$ cat src/rtl/lsu_axi_ctrl.sv
// LSU memory-side controller: turns one execute-stage load/store into a single
// AXI4-Lite transaction, returning extended load data or a trap.
module lsu_axi_ctrl #(
   parameter int unsigned ADDR_WIDTH = 32
) (
   input  logic                  clk,
   input  logic                  rst,
   input  logic [1:0]            lsu_op_i,
   input  logic [2:0]            lsu_width_i,
   input  logic [ADDR_WIDTH-1:0] lsu_addr_i,
   input  logic [31:0]           lsu_wdata_i,
   output logic                  lsu_bp_o,
   output logic [31:0]           ld_data_o,
   output logic                  ld_valid_o,
   output logic                  trap_o,
   output logic [3:0]            trap_cause_o,
   output logic [ADDR_WIDTH-1:0] trap_addr_o,
   output logic [ADDR_WIDTH-1:0] m_awaddr,
   output logic [2:0]            m_awprot,
   output logic                  m_awvalid,
   input  logic                  m_awready,
   output logic [31:0]           m_wdata,
   output logic [3:0]            m_wstrb,
   output logic                  m_wvalid,
   input  logic                  m_wready,
   input  logic [1:0]            m_bresp,
   input  logic                  m_bvalid,
   output logic                  m_bready,
   output logic [ADDR_WIDTH-1:0] m_araddr,
   output logic [2:0]            m_arprot,
   output logic                  m_arvalid,
   input  logic                  m_arready,
   input  logic [31:0]           m_rdata,
   input  logic [1:0]            m_rresp,
   input  logic                  m_rvalid,
   output logic                  m_rready
);

   localparam logic [1:0] OP_LOAD      = 2'd1;
   localparam logic [1:0] OP_STORE     = 2'd2;
   localparam logic [1:0] RESP_OKAY    = 2'b00;
   localparam logic [3:0] CAUSE_LD_MIS = 4'd4;
   localparam logic [3:0] CAUSE_LD_ERR = 4'd5;
   localparam logic [3:0] CAUSE_ST_MIS = 4'd6;
   localparam logic [3:0] CAUSE_ST_ERR = 4'd7;

   typedef enum logic [2:0] {IDLE, ST_REQ, ST_RSP, LD_REQ, LD_RSP} state_e;

   state_e                state_q, state_d;
   logic [ADDR_WIDTH-1:0] awaddr_q, awaddr_d, araddr_q, araddr_d, addr_q, addr_d;
   logic [ADDR_WIDTH-1:0] trap_addr_q, trap_addr_d;
   logic [31:0]           wdata_q, wdata_d, ld_data_q, ld_data_d;
   logic [3:0]            wstrb_q, wstrb_d, trap_cause_q, trap_cause_d;
   logic [2:0]            width_q, width_d;
   logic                  awvalid_q, awvalid_d, wvalid_q, wvalid_d, bready_q, bready_d;
   logic                  arvalid_q, arvalid_d, rready_q, rready_d;
   logic                  aw_done_q, aw_done_d, w_done_q, w_done_d;
   logic                  ld_valid_q, ld_valid_d, trap_q, trap_d;

   logic                  op_ld, op_st, is_byte, is_half, misaligned;
   logic                  aw_done_n, w_done_n;
   logic [ADDR_WIDTH-1:0] word_addr;
   logic [31:0]           st_data, ld_ext;
   logic [3:0]            st_strb;
   logic [7:0]            ld_byte;
   logic [15:0]           ld_half;

   assign op_ld      = (lsu_op_i == OP_LOAD);
   assign op_st      = (lsu_op_i == OP_STORE);
   assign is_byte    = (lsu_width_i[1:0] == 2'b00);
   assign is_half    = (lsu_width_i[1:0] == 2'b01);
   assign misaligned = (is_half && lsu_addr_i[0]) ||
                       (!is_byte && !is_half && (lsu_addr_i[1:0] != 2'b00));
   assign word_addr  = {lsu_addr_i[ADDR_WIDTH-1:2], 2'b00};
   assign aw_done_n  = aw_done_q | (awvalid_q & m_awready);
   assign w_done_n   = w_done_q  | (wvalid_q  & m_wready);

   // Store lane replication and byte strobes
   always_comb begin
      st_data = lsu_wdata_i;
      st_strb = 4'b1111;
      if (is_byte) begin
         st_data = {4{lsu_wdata_i[7:0]}};
         st_strb = 4'b0001 << lsu_addr_i[1:0];
      end else if (is_half) begin
         st_data = {2{lsu_wdata_i[15:0]}};
         st_strb = lsu_addr_i[1] ? 4'b1100 : 4'b0011;
      end
   end

   // Load lane extraction and extension
   always_comb begin
      ld_byte = m_rdata[{addr_q[1:0], 3'b000} +: 8];
      ld_half = addr_q[1] ? m_rdata[31:16] : m_rdata[15:0];
      unique case (width_q)
         3'b000:  ld_ext = {{24{ld_byte[7]}}, ld_byte};
         3'b100:  ld_ext = {24'd0, ld_byte};
         3'b001:  ld_ext = {{16{ld_half[15]}}, ld_half};
         3'b101:  ld_ext = {16'd0, ld_half};
         default: ld_ext = m_rdata;
      endcase
   end

   always_ff @(posedge clk or negedge rst) begin
      if (!rst) begin
         state_q      <= IDLE;
         awaddr_q     <= '0;
         araddr_q     <= '0;
         addr_q       <= '0;
         trap_addr_q  <= '0;
         wdata_q      <= '0;
         ld_data_q    <= '0;
         wstrb_q      <= '0;
         trap_cause_q <= '0;
         width_q      <= '0;
         awvalid_q    <= 1'b0;
         wvalid_q     <= 1'b0;
         bready_q     <= 1'b0;
         arvalid_q    <= 1'b0;
         rready_q     <= 1'b0;
         aw_done_q    <= 1'b0;
         w_done_q     <= 1'b0;
         ld_valid_q   <= 1'b0;
         trap_q       <= 1'b0;
      end else begin
         state_q      <= state_d;
         awaddr_q     <= awaddr_d;
         araddr_q     <= araddr_d;
         addr_q       <= addr_d;
         trap_addr_q  <= trap_addr_d;
         wdata_q      <= wdata_d;
         ld_data_q    <= ld_data_d;
         wstrb_q      <= wstrb_d;
         trap_cause_q <= trap_cause_d;
         width_q      <= width_d;
         awvalid_q    <= awvalid_d;
         wvalid_q     <= wvalid_d;
         bready_q     <= bready_d;
         arvalid_q    <= arvalid_d;
         rready_q     <= rready_d;
         aw_done_q    <= aw_done_d;
         w_done_q     <= w_done_d;
         ld_valid_q   <= ld_valid_d;
         trap_q       <= trap_d;
      end
   end

   always_comb begin
      state_d      = state_q;
      awaddr_d     = awaddr_q;
      araddr_d     = araddr_q;
      addr_d       = addr_q;
      trap_addr_d  = trap_addr_q;
      wdata_d      = wdata_q;
      ld_data_d    = ld_data_q;
      wstrb_d      = wstrb_q;
      trap_cause_d = trap_cause_q;
      width_d      = width_q;
      awvalid_d    = awvalid_q;
      wvalid_d     = wvalid_q;
      bready_d     = bready_q;
      arvalid_d    = arvalid_q;
      rready_d     = rready_q;
      aw_done_d    = aw_done_q;
      w_done_d     = w_done_q;
      ld_valid_d   = 1'b0;
      trap_d       = 1'b0;
      lsu_bp_o     = 1'b0;

      unique case (state_q)
         IDLE: begin
            if (op_ld || op_st) begin
               if (misaligned) begin
                  trap_d       = 1'b1;
                  trap_cause_d = op_ld ? CAUSE_LD_MIS : CAUSE_ST_MIS;
                  trap_addr_d  = lsu_addr_i;
               end else begin
                  lsu_bp_o = 1'b1;
                  addr_d   = lsu_addr_i;
                  width_d  = lsu_width_i;
                  if (op_st) begin
                     awaddr_d  = word_addr;
                     wdata_d   = st_data;
                     wstrb_d   = st_strb;
                     awvalid_d = 1'b1;
                     wvalid_d  = 1'b1;
                     state_d   = ST_REQ;
                  end else begin
                     araddr_d  = word_addr;
                     arvalid_d = 1'b1;
                     state_d   = LD_REQ;
                  end
               end
            end
         end
         // AW and W retire independently; B is accepted only once both are done
         ST_REQ: begin
            lsu_bp_o  = 1'b1;
            awvalid_d = awvalid_q & ~m_awready;
            wvalid_d  = wvalid_q & ~m_wready;
            aw_done_d = aw_done_n;
            w_done_d  = w_done_n;
            if (aw_done_n && w_done_n) begin
               aw_done_d = 1'b0;
               w_done_d  = 1'b0;
               bready_d  = 1'b1;
               state_d   = ST_RSP;
            end
         end
         ST_RSP: begin
            lsu_bp_o = !(m_bvalid && bready_q);
            if (m_bvalid && bready_q) begin
               bready_d = 1'b0;
               state_d  = IDLE;
               if (m_bresp != RESP_OKAY) begin
                  trap_d       = 1'b1;
                  trap_cause_d = CAUSE_ST_ERR;
                  trap_addr_d  = addr_q;
               end
            end
         end
         LD_REQ: begin
            lsu_bp_o = 1'b1;
            if (m_arready) begin
               arvalid_d = 1'b0;
               rready_d  = 1'b1;
               state_d   = LD_RSP;
            end
         end
         LD_RSP: begin
            lsu_bp_o = !(m_rvalid && rready_q);
            if (m_rvalid && rready_q) begin
               rready_d = 1'b0;
               state_d  = IDLE;
               if (m_rresp == RESP_OKAY) begin
                  ld_valid_d = 1'b1;
                  ld_data_d  = ld_ext;
               end else begin
                  trap_d       = 1'b1;
                  trap_cause_d = CAUSE_LD_ERR;
                  trap_addr_d  = addr_q;
               end
            end
         end
         default: state_d = IDLE;
      endcase
   end

   assign ld_data_o    = ld_data_q;
   assign ld_valid_o   = ld_valid_q;
   assign trap_o       = trap_q;
   assign trap_cause_o = trap_cause_q;
   assign trap_addr_o  = trap_addr_q;
   assign m_awaddr     = awaddr_q;
   assign m_awprot     = 3'b000;
   assign m_awvalid    = awvalid_q;
   assign m_wdata      = wdata_q;
   assign m_wstrb      = wstrb_q;
   assign m_wvalid     = wvalid_q;
   assign m_bready     = bready_q;
   assign m_araddr     = araddr_q;
   assign m_arprot     = 3'b000;
   assign m_arvalid    = arvalid_q;
   assign m_rready     = rready_q;

endmodule

$ cat config.mk
export PLATFORM = sky130hd
export DESIGN_NAME = lsu_axi_ctrl
export DESIGN_NICKNAME = d
export VERILOG_FILES = /design/src/rtl/lsu_axi_ctrl.sv
export SDC_FILE = /design/constraint.sdc
export NUM_CORES = 1
export LEC_CHECK = 0
export BUFFER_PORTS_ARGS = -buffer_cell sky130_fd_sc_hd__buf_2
export CAP_MARGIN = 20
export CORE_MARGIN = 2
export CORE_UTILIZATION = 30
export CTS_BUF_LIST = sky130_fd_sc_hd__clkbuf_8
export DETAILED_ROUTE_END_ITERATION = 10
export PLACE_DENSITY_LB_ADDON = 0.1
export SLEW_MARGIN = 0
export SYNTH_ARGS = -nofsm -noshare
export SYNTH_HDL_FRONTEND = slang
export SYNTH_SLANG_ARGS = --single-unit
$ cat constraint.sdc
create_clock -name clk -period 5.2 [get_ports clk]
set_input_delay 1.04 -clock clk [delete_from_list [all_inputs] [get_ports clk]]
set_output_delay 1.04 -clock clk [all_outputs]
set_load 0.05 [all_outputs]
Word level (Yosys, flattened, before mapping)
Index checks and enable logic that the tools add are counted.
{"block": "word_totals", "ff_bits": 211, "latch_bits": 0, "ram_bits": 0, "mem_bits_ro": 0, "input_bits": 112, "out_inout_bits": 182, "n_memories": 0}
{"block": "op_classes", "addsub": 0, "n_mul": 0, "div": 0, "magnitude_cmp": 0, "n_eq_ne": 21, "n_shift": 2, "muxes": 61, "bitwise": 10, "reduce_logical": 34}
{"operator": "$mux W32", "n": 8}
{"operator": "$pmux W32 S4", "n": 1}
{"operator": "$pmux W32 S3", "n": 1}
{"operator": "$mux W4", "n": 9}
{"operator": "$shiftx A32 B6 Y8", "n": 1}
{"operator": "$mux W1", "n": 24}
{"operator": "$ne A2 B2 Y1 const B", "n": 11}
{"operator": "$mux W3", "n": 6}
{"operator": "$mux W16", "n": 1}
{"operator": "$pmux W3 S5", "n": 1}
{"operator": "$pmux W4 S3", "n": 1}
{"operator": "$reduce_and A3 Y1", "n": 4}
{"operator": "$reduce_and A4 Y1", "n": 3}
{"operator": "$reduce_bool A2 Y1", "n": 6}
{"operator": "$pmux W1 S2", "n": 5}
{"operator": "$eq A3 B3 Y1 const B", "n": 3}
{"operator": "$reduce_and A7 Y1", "n": 1}
{"operator": "$eq A3 B1 Y1 const B", "n": 2}
{"operator": "$eq A3 B2 Y1 const B", "n": 2}
{"operator": "$logic_and A1 B1 Y1", "n": 6}
{"operator": "$logic_not A3 Y1", "n": 2}
{"operator": "$reduce_and A6 Y1", "n": 1}
{"operator": "$reduce_and A5 Y1", "n": 1}
{"operator": "$and A1 B1 Y1", "n": 4}
{"operator": "13 further kinds", "n": 24}

Depth between registers and ports, before layout
Gate-level depths: netlist (run 1).
{"block": "logic_depth", "ltp_word": 8, "ltp_mapped": 8, "depth_no_buf": 6}

Worst setup path before layout (run 1)
No wires, ideal clock.
{"block": "synth_timing", "path_type": "input-to-output", "start": "in lsu_op_i[0]", "end": "out lsu_bp_o", "t_arrival_ps": 2059, "t_required_ps": 4160, "slack_ps": 2101, "stages": 5, "n_path_buf": 0, "path_cell_list": "inv_1 ha_1 inv_1 o211ai_1 o211ai_1"}
{"block": "synth_between", "elab_chain_cells": 4, "word_cells_on_any_way": 5, "cone_classes": "eq/ne: 2; mux: 2; reduce/logical: 1"}
{"item": "from (decl)", "line_no": "8", "text": "input logic [1:0] lsu_op_i,"}
{"item": "$eq A2 B1 Y1 or $eq A2 B2 Y1 (tied branches)", "line_no": "68, 69"}
{"item": "$logic_or A1 B1 Y1 *", "line_no": "172", "text": "if (op_ld || op_st) begin"}
{"item": "$mux W1 *", "line_no": "172"}
{"item": "$pmux W1 S4 *", "line_no": "170", "text": "unique case (state_q)"}
{"item": "to (decl)", "line_no": "12", "text": "output logic lsu_bp_o,"}
Every way passes the cells marked *; elsewhere a longest branch is shown, timed or not.

Final worst setup path (run 1)
{"block": "layout_timing", "start": "in lsu_width_i[1]", "end": "out lsu_bp_o"}
{"block": "layout_between", "elab_chain_cells": 8, "word_cells_on_any_way": 11, "cone_classes": "eq/ne: 1; mux: 3; reduce/logical: 7"}
{"item": "from (decl)", "line_no": "9", "text": "input logic [2:0] lsu_width_i,"}
{"item": "$eq A2 B1 Y1 or $logic_not A2 Y1 (tied branches)", "line_no": "71, 70"}
{"item": "$logic_not A1 Y1", "line_no": "73", "text": "(!is_byte && !is_half && (lsu_addr_i[1:0] != 2'b00));"}
{"item": "$logic_and A1 B1 Y1 (2 in a row)", "line_no": "73"}
{"item": "$logic_or A1 B1 Y1 *", "line_no": "72", "text": "assign misaligned = (is_half && lsu_addr_i[0]) ||"}
{"item": "$mux W1 *", "line_no": "173", "text": "if (misaligned) begin"}
{"item": "$mux W1 *", "line_no": "172"}
{"item": "$pmux W1 S4 *", "line_no": "170"}
Marks and branches as above.

==> results.ini, run 1 <==
[cells_and_area]
seqCellArea_mm2 = 0.00526
utilization = 0.389
nFillCells = 3120
nets = 1164
synthToLayoutAreaGrowth_pct = 27.8
multi_input_comb_area_mm2 = 0.00382
design_area_mm2 = 0.0119
layout-drive-gt1-share = 0.486

[run]
drv_cap = 0

[timing]
fin_crit_ns = 3.56
final-hold-violation-count = 0
fin_worst_skew_ns = 0.0172
rsz0062_at_grt = false
worst_slew_pin_slew_ns = 0.925
whs_ns = 0.473
finalSetupViolCount = 0
final.period_utilization = 0.684
maxSlewViolCount = 0
slew_headroom = 0.383
max_freq_mhz = 281
worst_slack_ns = 1.64
tns_ns = 0

[power_and_ir_drop]
switching_share = 0.490
combPwrFrac = 0.504
p_seq_frac = 0.321
p_clk_frac = 0.175
vdd_drop_max_v = 0.000384
pwr_density_cell_mw_per_mm2 = 738
p_int_mw = 4.47
power.leakage_nw = 5.88
p_sw_mw = 4.30

[synth]
synth_edf_count = 0
postSynthAreaPerCell_um2 = 12.2
yosysWarnings = 0
seq_area_frac_synth = 0.565
postSynthCellCount = 764
yosys.area_share.adder = 0.00269
synthXorXnorAreaFrac = 0
synth_top_family_by_area = multiplexers
synth.distinct_cells = 51
synth_area_mm2 = 0.00931
ys_seq_elements = 210
synth.area.mux_share = 0.241
async_flop_share = 1.00
synth_compound_area_frac = 0.0890
synthFlopType = dfrtp_1
synthSimpleGateAreaFrac = 0.0683

[die]
num_rows = 64
die_y_um = 180
core_mm2 = 0.0306
start_util = 0.304
die_area_mm2 = 0.0325
die_w_um = 180
boundaryPins = 294

[cts]
clock_sinks = 210
path_clk_slew_ns = 0.06
cts_setup_buffers = 0
cts_tree = yes
cts-root-buf = clkbuf_8
clockBufferDepth = 3
htreeDepth = 2
ctsResizeCount = 0
holdBufCountCts = 0
cts_buffers = 40
clk_latency_ns = 0.53

[critical_path]
end_kind = primary output
cp_max_fo = 30
r2r_end = ld_data_o[10]$_DFFE_PN0P_
critPathMaxStageDelay_ns = 0.55
r2r_start = state_q[0]$_DFFE_PN0P_
cp-start-kind = primary input
worstPathArrival_ns = 2.52
cp_slowest_cell = a21oi_1
rr_worst_depth = 6
crit_required_ns = 4.16
r2r_slack_ns = 2.32
critPathKind = primary input to primary output
crit_path_cell_trace = buf_2, a21oi_1, o211ai_1, o211ai_1, buf_2

[global_route]
grt_pass1_vias = 7011
antenna_found_initial = 2
grt_max_degree = 88
grtUsageTotal = 0.153
grt_overflow = 0
grt_pass1_wl_um = 40200

[detailed_routing]
first_iter_violations = 260
drc = 0
post_drt_wl_per_cell_um = 17.1
viasPerCell = 4.68
num_vias = 6910
wl_um = 25300
drt-pass1-iter-count = 4
ant_nets = 0

[placed_design]
place_area_mm2 = 0.0111
place.gp.congestion = 0.749
pre_cts_ws_ns = 1.62
dp.final_hpwl_um = 17100
port_buffers = 282

[worst_hold_path]
hold_path_end = trap_cause_o[2]$_DFFE_PN0P_
hp-start = trap_cause_o[2]$_DFFE_PN0P_
min_path_cells = 1
hold_path_class = flop to flop

[run_status]
outcome = complete, no violations

-- stage by stage --
step	total power, mW	instances
after global routing	9.28	1475
after global placement	7.28	1403
after floorplan	6.17	774
after CTS	8.91	1474
final	8.77	1475
after detailed placement	7.31	1404
-- area by class of cell --
type | instances | share of cell area
Sequential cell | 210 | 0.442
Multi-Input combinational cell | 496 | 0.322
Timing Repair Buffer | 293 | 0.128
Clock buffer | 49 | 0.0567
Tap cell | 396 | 0.0417
Clock inverter | 21 | 0.00726
Inverter | 9 | 0.00284
Antenna cell | 1 | 0.000210
-- placed cells by master, fill, tap and decap left out, drive strengths merged, types with 2 or more instances in the layout --
cell type	synthesis	layout
a211oi	3	3
a21o	4	4
a21oi	64	64
a2bb2oi	3	3
a31oi	2	2
and2	3	3
and3	3	3
buf	29	293
clkbuf	30	49
clkinvlp	0	2
conb	1	11
dfrtp	210	210
ha	2	2
inv	9	28
mux2	169	169
mux2i	34	34
nand2	55	55
nand2b	6	6
nand3	5	5
nor2	42	42
nor2b	3	3
nor3	6	6
o211ai	7	7
o21ai	38	38
o21bai	2	2
o221ai	4	4
o22ai	2	2
o31ai	4	4
or2	3	3
or3	7	7
or3b	2	2
-- how the worst max path moves through the flow --
stage	from	endpoint	slack, ns	cells after the start
floorplan	lsu_op_i[0]	lsu_bp_o	2.10	5
global placement	lsu_width_i[1]	lsu_bp_o	1.63	5
detailed placement	lsu_width_i[1]	lsu_bp_o	1.62	5
CTS	lsu_width_i[1]	lsu_bp_o	1.61	5
global route	lsu_width_i[1]	lsu_bp_o	1.47	5
finish	lsu_width_i[1]	lsu_bp_o	1.64	5
-- worst max-delay path, delay by kind of cell --
kind | cells | cell delay [ns]
buffers and inverters | 2 | 0.61
AO/OA/AOI/OAI | 3 | 0.85
-- synth_stat cells, types with 2 or more instances --
| cell | instances | share of area |
|---|---|---|
| a211oi_1 | 3 | 0.0024 |
| a21o_1 | 4 | 0.0032 |
| a21oi_1 | 64 | 0.034 |
| a2bb2oi_1 | 3 | 0.0028 |
| and2_1 | 3 | 0.0020 |
| and3_1 | 3 | 0.0020 |
| buf_1 | 3 | 0.0012 |
| buf_2 | 14 | 0.0075 |
| buf_4 | 12 | 0.0097 |
| clkbuf_1 | 30 | 0.012 |
| dfrtp_1 | 210 | 0.56 |
| ha_1 | 2 | 0.0027 |
| inv_1 | 8 | 0.0032 |
| mux2_1 | 2 | 0.0024 |
| mux2_2 | 167 | 0.20 |
| mux2i_1 | 34 | 0.037 |
| nand2_1 | 55 | 0.022 |
| nand2b_1 | 6 | 0.0040 |
| nand3_1 | 5 | 0.0027 |
| nor2_1 | 42 | 0.017 |
| nor2b_1 | 3 | 0.0020 |
| nor3_1 | 5 | 0.0027 |
| o211ai_1 | 6 | 0.0048 |
| o21ai_0 | 38 | 0.020 |
| o21bai_1 | 2 | 0.0016 |
| o221ai_1 | 4 | 0.0038 |
| o22ai_1 | 2 | 0.0013 |
| o31ai_1 | 4 | 0.0032 |
| or2_2 | 3 | 0.0020 |
| or3_1 | 6 | 0.0040 |
-- cell families after synthesis --
group | Yosys count
AND/OR/NAND/NOR | 139
AO/OA/AOI/OAI | 141
multiplexers | 203
other | 1
buffers and inverters | 68
adder cells (fa/ha/maj) | 2
flip-flops | 210
-- layer usage --
layer | wire [um] | track usage
met5 | 13 | 0
met4 | 461 | 0.0429
met3 | 2090 | 0.0523
met2 | 10900 | 0.229
met1 | 11800 | 0.210
-- sequential cells by signal (all words and copies together), names as in the netlist, 4 cells and up --
name         flops
m_awaddr        30
trap_addr_o     32
m_wstrb          4
ld_data_o       32
m_wdata         32
addr_q          32
m_araddr        30
-- power by group through the flow --
stage	combinational (mW)	sequential [mW]	clock, mW
after global routing	4.67	2.93	1.68
after CTS	4.48	2.83	1.60
after detailed placement	4.47	2.85	0
final	4.42	2.82	1.54
after global placement	4.45	2.82	0
after floorplan	1.30	4.87	0
Power figures use the tool's default switching activity.
==> run 2: changes to the inputs <==
- ABC_AREA: unset -> 1
- clock period: 5.2 -> 3.75 ns (I/O delays scaled with it)
==> run 2 against run 1 <==
  * Register-to-register slack got worse by 0.76 ns
  * Combinational power grew 42%
  * Total power up 43%
  * Core utilization is 0.58 points lower
  * Sequential power grew 35%
  * Final cell count up 34%
  * Synthesized cell count increased by 60%
  * Flip-flop and latch count stayed put
  * Synthesized area up 5.8%
  * Hold slack got worse by 0.30 ns
==> results.ini, run 2 <==
[critical_path]
cp-start-kind = primary input
critPathKind = primary input to primary output
crit_required_ns = 3.00  ; -1.16 ns
rr_worst_depth = 8  ; +2
cp_max_fo = 32  ; +6.7%
end_kind = primary output
worstPathArrival_ns = 2.14  ; -0.38 ns

[power_and_ir_drop]
p_clk_frac = 0.192  ; +0.017
p_sw_mw = 6.42  ; +49%
vdd_drop_max_v = 0.000496  ; +29%
power.leakage_nw = 7.15  ; +22%
total_power_mw = 12.5  ; +43%
p_seq_frac = 0.305  ; -0.016
p_int_mw = 6.09  ; +36%
combPwrFrac = 0.502  ; -0.002
pwr_density_cell_mw_per_mm2 = 1010  ; +36%
switching_share = 0.513  ; +0.0231

[cts]
clockBufferDepth = 3  ; unchanged
clk_latency_ns = 0.53  ; about the same
holdBufCountCts = 0  ; unchanged
cts_setup_buffers = 0  ; unchanged
htreeDepth = 2  ; unchanged
cts-root-buf = clkbuf_8
cts_buffers = 41  ; +2.5%
clock_sinks = 210  ; unchanged
ctsResizeCount = 0  ; unchanged
cts_tree = yes
path_clk_slew_ns = 0.06  ; about the same

[die]
num_rows = 66  ; +3.1%
die_area_mm2 = 0.0343  ; +5.7%
start_util = 0.303  ; -0.000865
die_y_um = 185  ; +2.8%
core_mm2 = 0.0325  ; +6.1%
die_w_um = 185  ; +2.8%
boundaryPins = 294  ; unchanged

[synth]
seq_area_frac_synth = 0.534  ; -0.0309
async_flop_share = 1.00  ; unchanged
postSynthAreaPerCell_um2 = 8.06  ; -34%
ys_seq_elements = 210  ; unchanged
synth_most_common_cell = nand2_1
synth.largest_area_cell = dfrtp_1
synth_top_area_share = 0.534  ; -0.0309
synthFlopType = dfrtp_1
synth_area_mm2 = 0.00985  ; +5.8%
yosysWarnings = 0  ; unchanged
postSynthCellCount = 1222  ; +60%
synthTopCellsByCount = nand2_1, dfrtp_1, o21ai_0, inv_1, nand3_1
synthTopCellsByArea = dfrtp_1, nand2_1, o21ai_0
synth.distinct_cells = 30  ; -41%
synth_edf_count = 0  ; unchanged

[detailed_routing]
viasPerCell = 4.42  ; -5.5%
post_drt_wl_per_cell_um = 15.3  ; -11%
drc = 0  ; unchanged
ant_nets = 0  ; unchanged
first_iter_violations = 431  ; +66%
drt-pass1-iter-count = 6  ; +2
wl_um = 30200  ; +19%
num_vias = 8726  ; +26%

[global_route]
grt_use_met1 = 0.239  ; +0.0291
grt_max_degree = 81  ; -8.0%
grtUsageTotal = 0.176  ; +0.0234
grt_pass1_vias = 8449  ; +21%
grt_busiest_layer = met2
grt_pass1_wl_um = 47200  ; +17%
grt_overflow = 0  ; unchanged
use_met2 = 0.283  ; +0.0537
antenna_found_initial = 0  ; -2
use_met3 = 0.0389  ; -0.0134

[run]
drv_cap = 0  ; unchanged

[timing]
tns_ns = 0  ; unchanged
slew_headroom = 0.424  ; +0.0409
final-hold-violation-count = 0  ; unchanged
finalSetupViolCount = 0  ; unchanged
fin_crit_ns = 2.89
final.period_utilization = 0.771
maxSlewViolCount = 0  ; unchanged
max_freq_mhz = 346
fin_worst_skew_ns = 0.0142  ; -0.00300 ns
rsz0062_at_grt = false
worst_slew_pin_slew_ns = 0.861  ; -0.0643 ns

[cells_and_area]
nFillCells = 3523  ; +13%
final_cell_mix = nand2_1, buf_2, dfrtp_1
antennaDiodeCount = 0  ; -1
nets = 1614  ; +39%
final_common_cell = nand2_1
synthToLayoutAreaGrowth_pct = 26.2
layout-drive-gt1-share = 0.274  ; -0.212

[placed_design]
port_buffers = 282  ; unchanged
place.gp.congestion = 0.843  ; +13%
dp.final_hpwl_um = 21200  ; +24%

[worst_hold_path]
hold_path_class = primary input to asynchronous set/reset pin

[run_status]
outcome = complete, no violations

## run 2: final cells by class
cell class,count,area [um2],area share
flip-flops and latches,210,5260,0.423
repair buffers,299,1570,0.127
clock inverters,20,135,0.0109
clock buffers,53,729,0.0587
inverters,108,405,0.0326
multi-input cells,840,3780,0.304
well taps,442,553,0.0445
## run 2: critical path, stage by stage
cell and delay (ns):
buf_2 0.43, inv_2 0.07, nand2_2 0.23, nand2_2 0.14, nand4_1 0.12, o2111ai_1 0.14
buf_2 0.25
## run 2: power groups by stage
stage / registers (mW) / clock network (mW) / logic (mW)
after floorplan: 6.50 / 0 / 2.06
after global placement: 3.86 / 0 / 6.33
after detailed placement: 3.85 / 0 / 6.36
after CTS: 3.83 / 2.50 / 6.38
after global routing: 3.96 / 2.62 / 6.84
final: 3.82 / 2.40 / 6.28
## run 2: cell families after synthesis
kind of cell    share of synthesized area
compound gates                      0.109
simple gates                        0.267
buf+inv                            0.0875
fa+ha+maj                         0.00254
flops                               0.534
other cells                      0.000381
## run 2: final timing paths
kind / from / end / slack [ns]
setup / recovery: lsu_width_i[1] / lsu_bp_o / 0.86
hold / removal: rst / ld_data_o[1]$_DFFE_PN0P_ / 0.17
setup reg to reg: state_q[2]$_DFFE_PN0P_ / trap_addr_o[14]$_DFFE_PN0P_ / 1.56
hold reg to reg: trap_cause_o[2]$_DFFE_PN0P_ / trap_cause_o[2]$_DFFE_PN0P_ / 0.45
max in group asynchronous: rst / ld_data_o[29]$_DFFE_PN0P_ / 2.64
min in group clk: lsu_width_i[2] / width_q[2]$_DFFE_PN0P_ / 0.42
## run 2: layer usage
metal | vias to the layer above | wire length [um]
met1 | 4045 | 13800
met5 | - | 0
met3 | 42 | 1860
li1 | 4378 | -
met2 | 261 | 13800
met4 | 0 | 653
## run 2: stage by stage
step	setup slack, ns	utilization	std cells	hold slack (ns)	cell area [um2]
3_3_place_gp	0.827	0.356	1899	0.444	11600
2_1_floorplan	0.854	-	1232	0.453	9890
5_1_grt	0.717	0.383	1972	0.208	12400
4_1_cts	0.847	0.383	1972	0.217	12400
3_5_place_dp	0.787	0.356	1899	0.451	11600
6_report	0.858	0.383	1972	0.171	12400
==> run 3: changes to the inputs <==
- ABC_AREA: 1 -> 0
- clock period: 3.75 -> 2.9 ns (I/O delays scaled with it)
==> run 3 against run 2 <==
  * Clock skew grew 0.0059 ns
  * Non-clock buffer count grew 8
  * Via count shrank 20%
  * Sequential share of layout area grew 1.7 points
  * Clock power grew 5%
  * Final area shrank 3.9%
  * Flip-flop and latch count is the same
  * Core utilization grew 0.75 points
  * Critical path depth shrank 2
  * Die area shrank 5.4%
  * Critical endpoint unchanged
==> results.ini, run 3 (synthesized netlist as in run 1, its figures left out) <==
[run_status]
outcome = complete, no violations

[placed_design]
dp.final_hpwl_um = 17600  ; -17%
place_area_mm2 = 0.0113  ; -2.6%
pre_cts_ws_ns = 0.376  ; -0.411 ns
port_buffers = 282  ; unchanged
place.gp.congestion = 0.739  ; -12%

[critical_path]
crit_required_ns = 2.32  ; -0.68 ns
worstPathArrival_ns = 2.17  ; +0.03 ns
critPathMaxStageDelay_ns = 0.50  ; +0.07 ns
r2r_end = ld_data_o[7]$_DFFE_PN0P_
cp-endpoint = lsu_bp_o
r2r_slack_ns = 0.61  ; -0.95 ns
cp_max_fo = 10  ; -69%
rr_worst_depth = 5  ; -3
critPathKind = flop to primary output
end_kind = primary output
crit_path_cell_trace = buf_4, nand2b_1, or3b_2, o211ai_1, buf_2
r2r_start = state_q[1]$_DFFE_PN0P_
cp-start-kind = flop
crit_start = state_q[1]$_DFFE_PN0P_
cp_slowest_cell = or3b_2

[global_route]
grtUsageTotal = 0.156  ; -0.0202
grt_pass1_vias = 7179  ; -15%
antenna_found_initial = 2  ; +2
grt_pass1_wl_um = 41200  ; -13%
grt_max_degree = 68  ; -16%
grt_overflow = 0  ; unchanged

[cells_and_area]
final_cell_mix = buf_2, dfrtp_1, mux2_2
nets = 1177  ; -27%
final_common_cell = buf_2
design_area_mm2 = 0.0119  ; -3.9%
synthToLayoutAreaGrowth_pct = 28.3
layout-drive-gt1-share = 0.488  ; +0.214

[detailed_routing]
drc = 0  ; unchanged
first_iter_violations = 293  ; -32%
post_drt_wl_per_cell_um = 17.2  ; +13%
num_vias = 6964  ; -20%
drt-pass1-iter-count = 4  ; -2
viasPerCell = 4.69  ; +5.9%
wl_met1_um = 12100  ; -13%
top_layer = met5
ant_nets = 0  ; unchanged
wl_met2_um = 10800  ; -21%
wl_um = 25600  ; -15%
met3_wirelength_um = 2010  ; +8.1%

[cts]
htreeDepth = 2  ; unchanged
cts_setup_buffers = 0  ; unchanged
holdBufCountCts = 0  ; unchanged
clock_sinks = 210  ; unchanged
ctsResizeCount = 0  ; unchanged
cts_tree = yes
cts-root-buf = clkbuf_8
cts_buffers = 39  ; -4.9%
clk_latency_ns = 0.53  ; about the same
path_clk_slew_ns = 0.06  ; about the same
clockBufferDepth = 3  ; unchanged

[die]
die_area_mm2 = 0.0325  ; -5.4%
start_util = 0.304  ; +0.000865
die_y_um = 180  ; -2.7%
core_mm2 = 0.0306  ; -5.7%
num_rows = 64  ; -3.0%
die_w_um = 180  ; -2.7%
boundaryPins = 294  ; unchanged

[timing]
max_freq_mhz = 363
final.period_utilization = 0.949
maxSlewViolCount = 0  ; unchanged
tns_ns = 0  ; unchanged
final-hold-violation-count = 0  ; unchanged
fin_worst_skew_ns = 0.0202  ; +0.00594 ns
finalSetupViolCount = 0  ; unchanged
fin_crit_ns = 2.75
worst_slack_ns = 0.148  ; -0.709 ns
slew_headroom = 0.495  ; +0.0715
worst_slew_pin_slew_ns = 0.757  ; -0.104 ns
rsz0062_at_grt = false

[worst_hold_path]
hold_path_class = primary input to asynchronous set/reset pin

[power_and_ir_drop]
vdd_drop_max_v = 0.000755  ; +52%
power.leakage_nw = 5.93  ; -17%
pwr_density_cell_mw_per_mm2 = 1300  ; +30%
total_power_mw = 15.6  ; +25%

[run]
drv_cap = 0  ; unchanged

[run 3: worst min-delay path by stage]
stage,start,end,slack (ns),depth (start not counted)
4_1_cts,rst,ld_data_o[22]$_DFFE_PN0P_,0.01,1
3_5_place_dp,trap_cause_o[2]$_DFFE_PN0P_,trap_cause_o[2]$_DFFE_PN0P_,0.46,1
2_1_floorplan,rst,addr_q[0]$_DFFE_PN0P_,0.28,0
5_1_grt,rst,ld_data_o[25]$_DFFE_PN0P_,0.04,1
3_3_place_gp,trap_cause_o[2]$_DFFE_PN0P_,trap_cause_o[2]$_DFFE_PN0P_,0.45,1
6_report,rst,ld_data_o[22]$_DFFE_PN0P_,0.02,1
[run 3: cell type report]
cell class	instances	area [um2]
Tap cell	396	495
Timing Repair Buffer	307	1660
Sequential cell	210	5260
Multi-Input combinational cell	496	3820
Clock inverter	26	108
Antenna cell	1	2.50
Fill cell	3099	18600
Clock buffer	41	564
Inverter	9	33.8
[run 3: report_power, final]
| part | total [mW] | switching [mW] | internal [mW] |
|---|---|---|---|
| sequential | 5.04 | 0.754 | 4.28 |
| combinational | 8.02 | 5.74 | 2.27 |
| clock | 2.52 | 1.22 | 1.30 |
[run 3: critical path: cells and delay by family (launching register included)]
family	cells	cell delay [ns]
DFF	1	0.37
buffers and inverters	2	0.46
and+or+nand+nor	2	0.71
AOI/OAI and AO/OA	1	0.12
[run 3: metrics by stage]
step / cells / util / hold WS, ns
floorplan: 774 / - / 0.284
global placement: 1418 / 0.368 / 0.447
detailed placement: 1418 / 0.368 / 0.460
CTS: 1485 / 0.390 / 0.00982
global route: 1486 / 0.390 / 0.0407
finish: 1486 / 0.390 / 0.0221
[run 3: routing by layer]
layer | track usage | up-vias
met3 | 0.0497 | 56
met5 | 0 | -
li1 | - | 3296
met1 | 0.217 | 3351
met2 | 0.231 | 259
met4 | 0.0503 | 2
